==> src/rtl/led_framebuffer_if.sv <==
// Write, clear, scan-read and swap signals of led_framebuffer, bundled for the module port.
// The master side drives requests; the slave side (the framebuffer) returns status and pixel data.
interface led_framebuffer_if #(
  parameter int COLS        = 32,
  parameter int ROWS        = 16,
  parameter int COLOR_DEPTH = 1
);
  localparam int COL_BITS     = (COLS > 1) ? $clog2(COLS) : 1;
  localparam int ROW_BITS     = (ROWS > 1) ? $clog2(ROWS) : 1;
  localparam int ADDRESS_BITS = (ROWS / 2 > 1) ? $clog2(ROWS / 2) : 1;
  localparam int PIX          = 3 * COLOR_DEPTH;

  logic                    i_wr_valid;
  logic                    o_wr_ready;
  logic [COL_BITS-1:0]     i_wr_x;
  logic [ROW_BITS-1:0]     i_wr_y;
  logic [PIX-1:0]          i_wr_rgb;
  logic                    o_wr_drop;
  logic                    i_clear;
  logic                    o_busy;
  logic                    i_rd_en;
  logic [ADDRESS_BITS-1:0] i_rd_addr;
  logic [COL_BITS-1:0]     i_rd_col;
  logic [PIX-1:0]          o_rd_rgb_0;
  logic [PIX-1:0]          o_rd_rgb_1;
  logic                    o_rd_valid;
  logic                    i_swap_req;
  logic                    i_frame_done;
  logic                    o_swap_done;

  modport master (
    output i_wr_valid, i_wr_x, i_wr_y, i_wr_rgb, i_clear,
           i_rd_en, i_rd_addr, i_rd_col, i_swap_req, i_frame_done,
    input  o_wr_ready, o_wr_drop, o_busy, o_rd_rgb_0, o_rd_rgb_1,
           o_rd_valid, o_swap_done
  );

  modport slave (
    input  i_wr_valid, i_wr_x, i_wr_y, i_wr_rgb, i_clear,
           i_rd_en, i_rd_addr, i_rd_col, i_swap_req, i_frame_done,
    output o_wr_ready, o_wr_drop, o_busy, o_rd_rgb_0, o_rd_rgb_1,
           o_rd_valid, o_swap_done
  );
endinterface

==> src/rtl/led_framebuffer.sv <==
// Pixel store for a split-scan LED panel: pixel writes, full-buffer clear sweep, dual-row scan reads.
// Define LED_FRAMEBUFFER_DOUBLE_BUFFER_EN for front/back buffers exchanged at end of frame.
module led_framebuffer #(
  parameter int COLS        = 32,
  parameter int ROWS        = 16,
  parameter int COLOR_DEPTH = 1
) (
  input logic              i_clock,
  input logic              i_reset,
  led_framebuffer_if.slave bus
);
  localparam int PIX    = 3 * COLOR_DEPTH;
  localparam int PIXELS = ROWS * COLS;
  localparam int HALF   = ROWS / 2;
`ifdef LED_FRAMEBUFFER_DOUBLE_BUFFER_EN
  localparam int NBUF = 2;
`else
  localparam int NBUF = 1;
`endif
  localparam int DEPTH    = NBUF * PIXELS;
  localparam int MEM_BITS = (DEPTH > 1) ? $clog2(DEPTH) : 1;
  localparam int CNT_BITS = (PIXELS > 1) ? $clog2(PIXELS) : 1;

  localparam logic [0:0] S_IDLE  = 1'b0;
  localparam logic [0:0] S_CLEAR = 1'b1;

  logic [0:0]          state;
  logic [CNT_BITS-1:0] clr_cnt;
  logic                wr_drop;
  logic                rd_valid;
  logic [PIX-1:0]      rd_rgb_0;
  logic [PIX-1:0]      rd_rgb_1;
  logic                front;
  logic                back;
  logic                swap_done;
  logic [PIX-1:0]      mem [DEPTH];

  logic                wr_ready;
  logic                wr_fire;
  logic                wr_in_range;
  logic                rd_in_range;
  logic [MEM_BITS-1:0] wr_addr;
  logic [MEM_BITS-1:0] clr_addr;
  logic [MEM_BITS-1:0] rd_addr_0;
  logic [MEM_BITS-1:0] rd_addr_1;

  function automatic logic [MEM_BITS-1:0] mem_index(input logic sel, input int row,
                                                    input int col);
    return MEM_BITS'((sel ? PIXELS : 0) + row * COLS + col);
  endfunction

  // A clear request masks any same-cycle write.
  assign wr_ready    = (state == S_IDLE) && !bus.i_clear;
  assign wr_fire     = bus.i_wr_valid && wr_ready;
  assign wr_in_range = (int'(bus.i_wr_x) < COLS) && (int'(bus.i_wr_y) < ROWS);
  assign rd_in_range = (int'(bus.i_rd_addr) < HALF) && (int'(bus.i_rd_col) < COLS);

  assign wr_addr   = mem_index(back, int'(bus.i_wr_y), int'(bus.i_wr_x));
  assign clr_addr  = mem_index(back, 0, int'(clr_cnt));
  assign rd_addr_0 = mem_index(front, int'(bus.i_rd_addr), int'(bus.i_rd_col));
  assign rd_addr_1 = mem_index(front, int'(bus.i_rd_addr) + HALF, int'(bus.i_rd_col));

  always_ff @(posedge i_clock or posedge i_reset) begin
    if (i_reset) begin
      state   <= S_IDLE;
      clr_cnt <= '0;
      wr_drop <= 1'b0;
    end else begin
      wr_drop <= wr_fire && !wr_in_range;
      case (state)
        S_IDLE: begin
          if (bus.i_clear) begin
            state   <= S_CLEAR;
            clr_cnt <= '0;
          end
        end
        S_CLEAR: begin
          if (clr_cnt == CNT_BITS'(PIXELS - 1)) begin
            state   <= S_IDLE;
            clr_cnt <= '0;
          end else begin
            clr_cnt <= clr_cnt + 1'b1;
          end
        end
        default: state <= S_IDLE;
      endcase
    end
  end

  // NOTE: the pixel array has no reset -- a reset sweep would take ROWS*COLS cycles and
  // would stop the array mapping onto block RAM; software clears it with i_clear instead.
  always_ff @(posedge i_clock) begin
    if (state == S_CLEAR) begin
      mem[clr_addr] <= '0;
    end else if (wr_fire && wr_in_range) begin
      mem[wr_addr] <= bus.i_wr_rgb;
    end
  end

  always_ff @(posedge i_clock or posedge i_reset) begin
    if (i_reset) begin
      rd_valid <= 1'b0;
      rd_rgb_0 <= '0;
      rd_rgb_1 <= '0;
    end else begin
      rd_valid <= bus.i_rd_en;
      if (bus.i_rd_en) begin
        rd_rgb_0 <= rd_in_range ? mem[rd_addr_0] : '0;
        rd_rgb_1 <= rd_in_range ? mem[rd_addr_1] : '0;
      end
    end
  end

`ifdef LED_FRAMEBUFFER_DOUBLE_BUFFER_EN
  logic pending;

  // A new request in the swap cycle re-arms pending for the next frame.
  always_ff @(posedge i_clock or posedge i_reset) begin
    if (i_reset) begin
      front     <= 1'b0;
      pending   <= 1'b0;
      swap_done <= 1'b0;
    end else begin
      swap_done <= bus.i_frame_done && pending;
      if (bus.i_frame_done && pending) begin
        front <= ~front;
      end
      if (bus.i_swap_req) begin
        pending <= 1'b1;
      end else if (bus.i_frame_done) begin
        pending <= 1'b0;
      end
    end
  end

  assign back = ~front;
`else
  logic unused_swap;

  assign front       = 1'b0;
  assign back        = 1'b0;
  assign swap_done   = 1'b0;
  assign unused_swap = bus.i_swap_req ^ bus.i_frame_done;
`endif

  assign bus.o_wr_ready  = wr_ready;
  assign bus.o_wr_drop   = wr_drop;
  assign bus.o_busy      = (state == S_CLEAR);
  assign bus.o_rd_valid  = rd_valid;
  assign bus.o_rd_rgb_0  = rd_rgb_0;
  assign bus.o_rd_rgb_1  = rd_rgb_1;
  assign bus.o_swap_done = swap_done;
endmodule

==> src/flat_wrapper.sv <==
// flat-port wrapper written by rule: the top's interface ports become plain ports
module led_framebuffer_flat 
#(
  parameter int COLS        = 32,
  parameter int ROWS        = 16,
  parameter int COLOR_DEPTH = 1
)
  (i_clock, i_reset, bus_i_wr_valid, bus_i_wr_x, bus_i_wr_y, bus_i_wr_rgb, bus_i_clear, bus_i_rd_en, bus_i_rd_addr, bus_i_rd_col, bus_i_swap_req, bus_i_frame_done, bus_o_wr_ready, bus_o_wr_drop, bus_o_busy, bus_o_rd_rgb_0, bus_o_rd_rgb_1, bus_o_rd_valid, bus_o_swap_done);
  led_framebuffer_if #(.COLS(COLS), .ROWS(ROWS), .COLOR_DEPTH(COLOR_DEPTH)) bus_i ();
  input logic i_clock;
  input logic i_reset;
  input wire logic [$bits(bus_i.i_wr_valid)-1:0] bus_i_wr_valid;
  input wire logic [$bits(bus_i.i_wr_x)-1:0] bus_i_wr_x;
  input wire logic [$bits(bus_i.i_wr_y)-1:0] bus_i_wr_y;
  input wire logic [$bits(bus_i.i_wr_rgb)-1:0] bus_i_wr_rgb;
  input wire logic [$bits(bus_i.i_clear)-1:0] bus_i_clear;
  input wire logic [$bits(bus_i.i_rd_en)-1:0] bus_i_rd_en;
  input wire logic [$bits(bus_i.i_rd_addr)-1:0] bus_i_rd_addr;
  input wire logic [$bits(bus_i.i_rd_col)-1:0] bus_i_rd_col;
  input wire logic [$bits(bus_i.i_swap_req)-1:0] bus_i_swap_req;
  input wire logic [$bits(bus_i.i_frame_done)-1:0] bus_i_frame_done;
  output wire logic [$bits(bus_i.o_wr_ready)-1:0] bus_o_wr_ready;
  output wire logic [$bits(bus_i.o_wr_drop)-1:0] bus_o_wr_drop;
  output wire logic [$bits(bus_i.o_busy)-1:0] bus_o_busy;
  output wire logic [$bits(bus_i.o_rd_rgb_0)-1:0] bus_o_rd_rgb_0;
  output wire logic [$bits(bus_i.o_rd_rgb_1)-1:0] bus_o_rd_rgb_1;
  output wire logic [$bits(bus_i.o_rd_valid)-1:0] bus_o_rd_valid;
  output wire logic [$bits(bus_i.o_swap_done)-1:0] bus_o_swap_done;
  assign bus_i.i_wr_valid = bus_i_wr_valid;
  assign bus_i.i_wr_x = bus_i_wr_x;
  assign bus_i.i_wr_y = bus_i_wr_y;
  assign bus_i.i_wr_rgb = bus_i_wr_rgb;
  assign bus_i.i_clear = bus_i_clear;
  assign bus_i.i_rd_en = bus_i_rd_en;
  assign bus_i.i_rd_addr = bus_i_rd_addr;
  assign bus_i.i_rd_col = bus_i_rd_col;
  assign bus_i.i_swap_req = bus_i_swap_req;
  assign bus_i.i_frame_done = bus_i_frame_done;
  assign bus_o_wr_ready = bus_i.o_wr_ready;
  assign bus_o_wr_drop = bus_i.o_wr_drop;
  assign bus_o_busy = bus_i.o_busy;
  assign bus_o_rd_rgb_0 = bus_i.o_rd_rgb_0;
  assign bus_o_rd_rgb_1 = bus_i.o_rd_rgb_1;
  assign bus_o_rd_valid = bus_i.o_rd_valid;
  assign bus_o_swap_done = bus_i.o_swap_done;
  led_framebuffer #(.COLS(COLS), .ROWS(ROWS), .COLOR_DEPTH(COLOR_DEPTH)) u_core (.i_clock(i_clock), .i_reset(i_reset), .bus(bus_i));
endmodule
==> config.mk <==
export PLATFORM = sky130hd
export DESIGN_NAME = led_framebuffer_flat
export DESIGN_NICKNAME = d
export VERILOG_FILES = /design/src/rtl/led_framebuffer_if.sv /design/src/rtl/led_framebuffer.sv /design/src/flat_wrapper.sv
export SDC_FILE = /design/constraint.sdc
export NUM_CORES = 2
export LEC_CHECK = 0
export ABC_AREA = 1
export BUFFER_PORTS_ARGS = -buffer_cell sky130_fd_sc_hd__buf_2
export CAP_MARGIN = 20
export CELL_PAD_IN_SITES_DETAIL_PLACEMENT = 0
export CELL_PAD_IN_SITES_GLOBAL_PLACEMENT = 1
export CORE_UTILIZATION = 35
export DETAILED_ROUTE_END_ITERATION = 10
export GPL_TIMING_DRIVEN = 0
export PLACE_DENSITY = 0.59
export SYNTH_ARGS = -nofsm -noshare
export SYNTH_HDL_FRONTEND = slang
export SYNTH_SLANG_ARGS = --single-unit
==> constraint.sdc <==
create_clock -name i_clock -period 40.7 [get_ports i_clock]
set_input_delay 6.105 -clock i_clock [delete_from_list [all_inputs] [get_ports i_clock]]
set_output_delay 6.105 -clock i_clock [all_outputs]
set_load 0.02 [all_outputs]
After elaboration in Yosys (flattened, before gate mapping)

Memories as Yosys holds them, arrays and structs flattened. A register that Yosys moved wholly into a read port is not among the register bits.
Index checks and enable logic that the tools add are counted.
Widths: inputs -> output; s select.

Register bits after elaboration: 11
RAM bits: 1,536
Input port bits: 27
Output and inout bits: 11
Logic and storage cells: 30
Memories kept: 1

Memory list:

| name       | depth | width | rd ports | clocked after memory_dff | wr ports | line                  | source |
|---|---|---|---|---|---|---|---|
| u_core.mem | 512   | 3     | 2        | 2                        | 1        | led_framebuffer.sv:36 | `logic [PIX-1:0] mem [DEPTH];` |

$add $sub $neg: 5
Equality and inequality tests: 2
Mux-type cells: 14
Bitwise gates (word level): 1
Reduce and logical (&&, ||, !) cells: 4

Operators by type and width:

| cell                | number |
|---|---|
| $mux 9              | 3 |
| $pmux 9 s2          | 1 |
| $add 8x5->9         | 1 |
| $add 9x1->9 const B | 1 |
| $add 9x5->9         | 1 |
| $add 9x6->9         | 1 |
| $eq 9x9->1 const B  | 1 |
| $mux 1              | 8 |
| $add 3x4->4 const B | 1 |
| $mux 3              | 1 |
| $reduce_or 3->1     | 1 |
| $logic_and 1x1->1   | 2 |
| $ne 2x2->1 const B  | 1 |
| $pmux 1 s2          | 1 |
| $logic_not 1->1     | 1 |
| $not 1->1           | 1 |

Depth between registers and ports, before layout

Depth after elaboration: 8
Gate-level depth with buffers: 17
Depth with buffers taken out: 13

Worst setup path before layout

No wires, ideal clock.

Path type: input to register
From: input bus_i_clear
To: memory u_core.mem[0][0] (netlist bit), data pin
Setup time: 2.574 ns
Data arrival time: 18.406 ns
Data required time: 38.126 ns
Path slack: 19.720 ns
Stages on the path: 4
Buffers on the path: 1
Cell sequence: nor2_4 -> nand2_2 -> buf_2 -> nor2_1

Word-level cells in the longest chain between the ends: 8

RTL lines:

| what                             | line                  | source |
|---|---|---|
| start, declared                  | flat_wrapper.sv:16    | `input wire logic [$bits(bus_i.i_clear)-1:0] bus_i_clear;` |
| $logic_not 1->1                  | led_framebuffer.sv:53 | `assign wr_ready = (state == S_IDLE) && !bus.i_clear;` |
| $logic_and 1x1->1                | led_framebuffer.sv:53 |  |
| $logic_and 1x1->1                | led_framebuffer.sv:54 | `assign wr_fire = bus.i_wr_valid && wr_ready;` |
| $mux 1                           | led_framebuffer.sv:95 | `end else if (wr_fire && wr_in_range) begin` |
| $mux 1                           | led_framebuffer.sv:93 | `if (state == S_CLEAR) begin` |
| $mux 1 (implied by the code)     | led_framebuffer.sv:96 | `mem[wr_addr] <= bus.i_wr_rgb;` |
| $reduce_or 3->1 (no source line) | --                    |  |
| $mux 3 (no source line)          | --                    |  |
| end, declared                    | led_framebuffer.sv:36 |  |

Every way passes these cells.

Final worst setup path

From: input bus_i_clear
To: output bus_o_wr_ready

Word-level cells in the longest chain between the ends: 2

RTL lines:

| what              | line                  | source |
|---|---|---|
| $logic_not 1->1   | led_framebuffer.sv:53 |  |
| $logic_and 1x1->1 | led_framebuffer.sv:53 |  |
| end, declared     | flat_wrapper.sv:22    | `output wire logic [$bits(bus_i.o_wr_ready)-1:0] bus_o_wr_ready;` |

Every way passes these cells.

==> summary by stage <==
Floorplanning
The horizontal die dimension is 432 microns. The area of the die is around 190000 sq um. In this run the vertical extent of the chip is between 400 and 500 microns.

The initial cell density of the core is 0.353. The number of primary I/O pins is 38. After floorplanning, the core was divided into between 150 and 200 placement rows.

The core area is roughly 180000 sq um.

Hold path
The path class of the tightest hold or removal check is reg2reg.

Worst setup path
The startpoint identified for the worst register-to-register timing path is u_core.bus.o_busy$_DFF_PP0_. Of all nets on the critical path, the largest fanout is 8. The slowest stage of the critical path belongs to the cell buf_2. The critical path data arrival time is between 6 and 7 ns. The critical path ends at bus_o_wr_ready. Counting buffers and inverters, the worst setup path is 3 cells deep.

The worst setup path is captured at an output pin. The worst-case register-to-register setup slack is ~36 ns. The data required time of the critical path is between 30 and 40 ns.

The maximum single-stage delay on the critical path is ~0.21 ns. The kind of start point of the critical path is an input port. The combined buffer and inverter count along the critical path is 2. The worst flop-to-flop path endpoint is u_core.mem[333][0]$_DFFE_PP_.

The critical path start-end classification is in2out. Walking the worst path, the cells encountered are buf_2 > nor2_4 > buf_2. In this run the worst setup path begins at bus_i_clear. The most used cell along the critical path is buf_2. The kind of cell adding the most delay to the critical path is buffers and inverters. The depth of the most critical reg-to-reg path is 9.

Detailed routing
The total number of vias is between 40000 and 50000. The detailed router finished its first iteration with about 6300 violations. After detailed routing, the number of remaining DRC violations is 0. The average via count per standard cell is ~5.5. The total iterations of the first detailed-routing run is 7. The final routed wire length divided by cell count is between 30 and 40 microns. Wires add up to 272000 microns. The number of nets still failing antenna checks after routing is 0.

STA
The hold violation count in the final report is 0. Setup repair after global routing left no endpoint under its margin. The max-slew violation count is 0. On the final layout, the worst hold slack is roughly 0.48 ns. Setup violations remaining at the end of the flow were counted as 0. The actual slew at the worst max-slew pin is roughly 1.2 ns. Based on the critical path, the design can be clocked at up to ~79 MHz. The headroom to the max-slew limit is 0.168. The final period utilization is 0.312. The final setup TNS is 0 ns.

The setup clock skew after layout is 0.0263 ns. The final period demand of the worst path is 12.72 ns.

Synth
The area fraction of the dominant cell type after synthesis is 0.713. Of the synthesized area, sequential elements account for 0.720. The cell count after synthesis came out at 5762. The number of unique standard cell types used by synthesis is 28. The biggest area contributor in the post-synthesis netlist is edfxtp_1. The number of warning messages in the yosys log is 0.

After synthesis, the share of flip-flops with an asynchronous set or reset is 0.0109. In this run, synthesis produced a sequential element count of approximately 1600. The commonest register cell after synthesis is edfxtp_1.

The summed instance area of the synthesized netlist is approximately 65000 sq um. In the post-synthesis netlist, the biggest area contributors are edfxtp_1 (71%), nand3_1 (12%), nand2_1 (9.6%), nor2_1 (3.0%), buf_2 (1.4%). The post-synthesis average cell area is approximately 11 sq um. The synthesized design contains 1536 enable-type register cells.

Layout
After routing the design area is approximately 74000 sq um. Leaving out fill and tap cells, the most frequent cells in the layout are nand2_1 (1660), edfxtp_1 (1536), nand3_1 (1504), nor2_1 (521), buf_2 (220). In the final design database the tool counted slightly above 6000 nets. The library cell used most frequently in the layout, excluding fill and tap cells, is nand2_1. The fraction of final layout cells with drive strength greater than 1 is 0.0915.

The synthesis-to-finish area growth is 15.0%.

Power and ir drop
The analysis attributes to cell leakage a power of roughly 27 nW. The largest voltage drop on the vdd net is ~0.00005 V. In this run the power density over the cells is 50.3 nW/um^2.

Clock tree
Once the clock tree was built, the setup fixing pass inserted 0 buffers. The H-tree generated during clock tree synthesis spans 4 levels. Once the clock tree was built, the resizer swapped 0 gates to a different size. The clock buffer count from CTS is 168.

The total of hold buffers inserted after clock tree synthesis is 0. The insertion delay to the later sink of the worst-skew pair is 0.83 ns. The CTS tree is yes. No sink is reached through more buffers than the 3 on the longest clock path. CTS placed an instance of clkbuf_16 at the clock tree root. The clock sink count is roughly 1600. After clock tree synthesis, the clock-pin slew on the worst setup and hold paths is 0.06 ns.

Place
Once detailed placement completed, the half-perimeter wirelength came to between 150000 and 200000 microns. The count of port buffers added during placement is 29. The post-place instance area is between 60000 and 70000 sq um. The placer congestion estimate is 0.987.

GRT
Entering global routing, the biggest net connects 48 pins. The number of antenna violations at the first check in global routing came to 16. Across every metal layer, demand over resource in global routing totals 0.288. The via count of the first global-routing pass is around 45000. The total overflow left after global routing is 0. The first-pass GRT wire length is ~360000 microns.

Run
The number of max-capacitance violations reported is 0.

Status
The flow ran to the end, and the final reports show no timing, DRC or antenna violations.
## power breakdown
group	internal, mW	total, mW	leakage [nW]	switching, mW
clock	0.815	1.48	2.52	0.661
sequential	1.75	1.76	16.3	0.00706
combinational	0.0776	0.504	7.83	0.426
total	2.64	3.74	26.7	1.09
## logic make-up after synthesis
logic type | share of synthesized area
adders and majority gates | 0.000387
other | 0.0000580
xor gates and xnor gates | 0.000135
and+or+nand+nor | 0.247
DFF | 0.720
AOI/OAI and AO/OA | 0.00253
buffers and inverters | 0.0304
## worst register-to-register path, stage by stage (launching register included)
cell and delay [ns]:
dfrtp_1 0.44, nor2_4 0.24, nand2_2 0.15, buf_2 0.24
o21ai_0 0.44, inv_1 0.13, nor2_1 0.44, nand2_1 0.60
buf_2 0.55, nor2_1 0.73
## synth_stat cells, types with 3 or more instances
master       n
nor2_4       4
a21oi_1      7
nor2_1     524
nand3_1   1504
o21ai_0      9
inv_2        4
inv_1       32
o21ai_1      3
nand2_2     14
nor2_2      10
buf_2      186
dfrtp_1     17
nand2_1   1660
buf_1       47
clkbuf_1   186
edfxtp_1  1536
o32ai_1      3
## sequential cells by signal, indices dropped and copies added (netlist names)
register,cells
u_core.mem,1536
u_core.clr_cnt,9
u_core.bus.o_rd_rgb_0,3
u_core.bus.o_rd_rgb_1,3
u_core.bus.o_busy,1
u_core.bus.o_rd_valid,1
## stage by stage
| step | instances | setup slack [ns] | util | total power [mW] |
|---|---|---|---|---|
| after floorplan | 5763 | 19.72 | - | 1.99 |
| after global placement | 8256 | 0.651 | 0.370 | 2.27 |
| after detailed placement | 8311 | 27.98 | 0.377 | 2.28 |
| after CTS | 8619 | 27.98 | 0.405 | 3.73 |
| after global routing | 8629 | 27.96 | 0.406 | 3.80 |
| final | 8632 | 27.98 | 0.406 | 3.74 |
## final cells by class
class | instances | area (sq um)
Clock inverter | 93 | 732
Sequential cell | 1553 | 46500
Multi-Input combinational cell | 3751 | 16200
Inverter | 38 | 143
Clock buffer | 215 | 4420
Fill cell | 17700 | 109000
Antenna cell | 4 | 10.0
Tap cell | 2464 | 3080
Timing Repair Buffer | 93 | 1380
Buffer | 421 | 1840
## worst min path at each step
stage	startpoint	end	slack, ns	depth (start not counted)
after global routing	u_core.bus.o_rd_rgb_1[1]$_DFFE_PP0P_	u_core.bus.o_rd_rgb_1[1]$_DFFE_PP0P_	0.50	2
after CTS	u_core.bus.o_rd_rgb_0[1]$_DFFE_PP0P_	u_core.bus.o_rd_rgb_0[1]$_DFFE_PP0P_	0.48	2
after detailed placement	u_core.bus.o_rd_rgb_0[1]$_DFFE_PP0P_	u_core.bus.o_rd_rgb_0[1]$_DFFE_PP0P_	0.46	2
after floorplan	u_core.clr_cnt[8]$_DFFE_PP0P_	u_core.clr_cnt[8]$_DFFE_PP0P_	0.49	1
final	u_core.bus.o_rd_rgb_0[1]$_DFFE_PP0P_	u_core.bus.o_rd_rgb_0[1]$_DFFE_PP0P_	0.48	2
after global placement	u_core.bus.o_rd_rgb_0[1]$_DFFE_PP0P_	u_core.bus.o_rd_rgb_0[1]$_DFFE_PP0P_	0.46	2
## per-layer routing
metal,vias up,share of wire,GRT usage
met3,478,0.087,0.0568
met2,2300,0.46,0.454
met1,23900,0.40,0.376
met4,2,0.057,0.149
li1,20800,-,-
met5,-,0.000041,0
No activity file was read; power rests on OpenSTA's default activity.
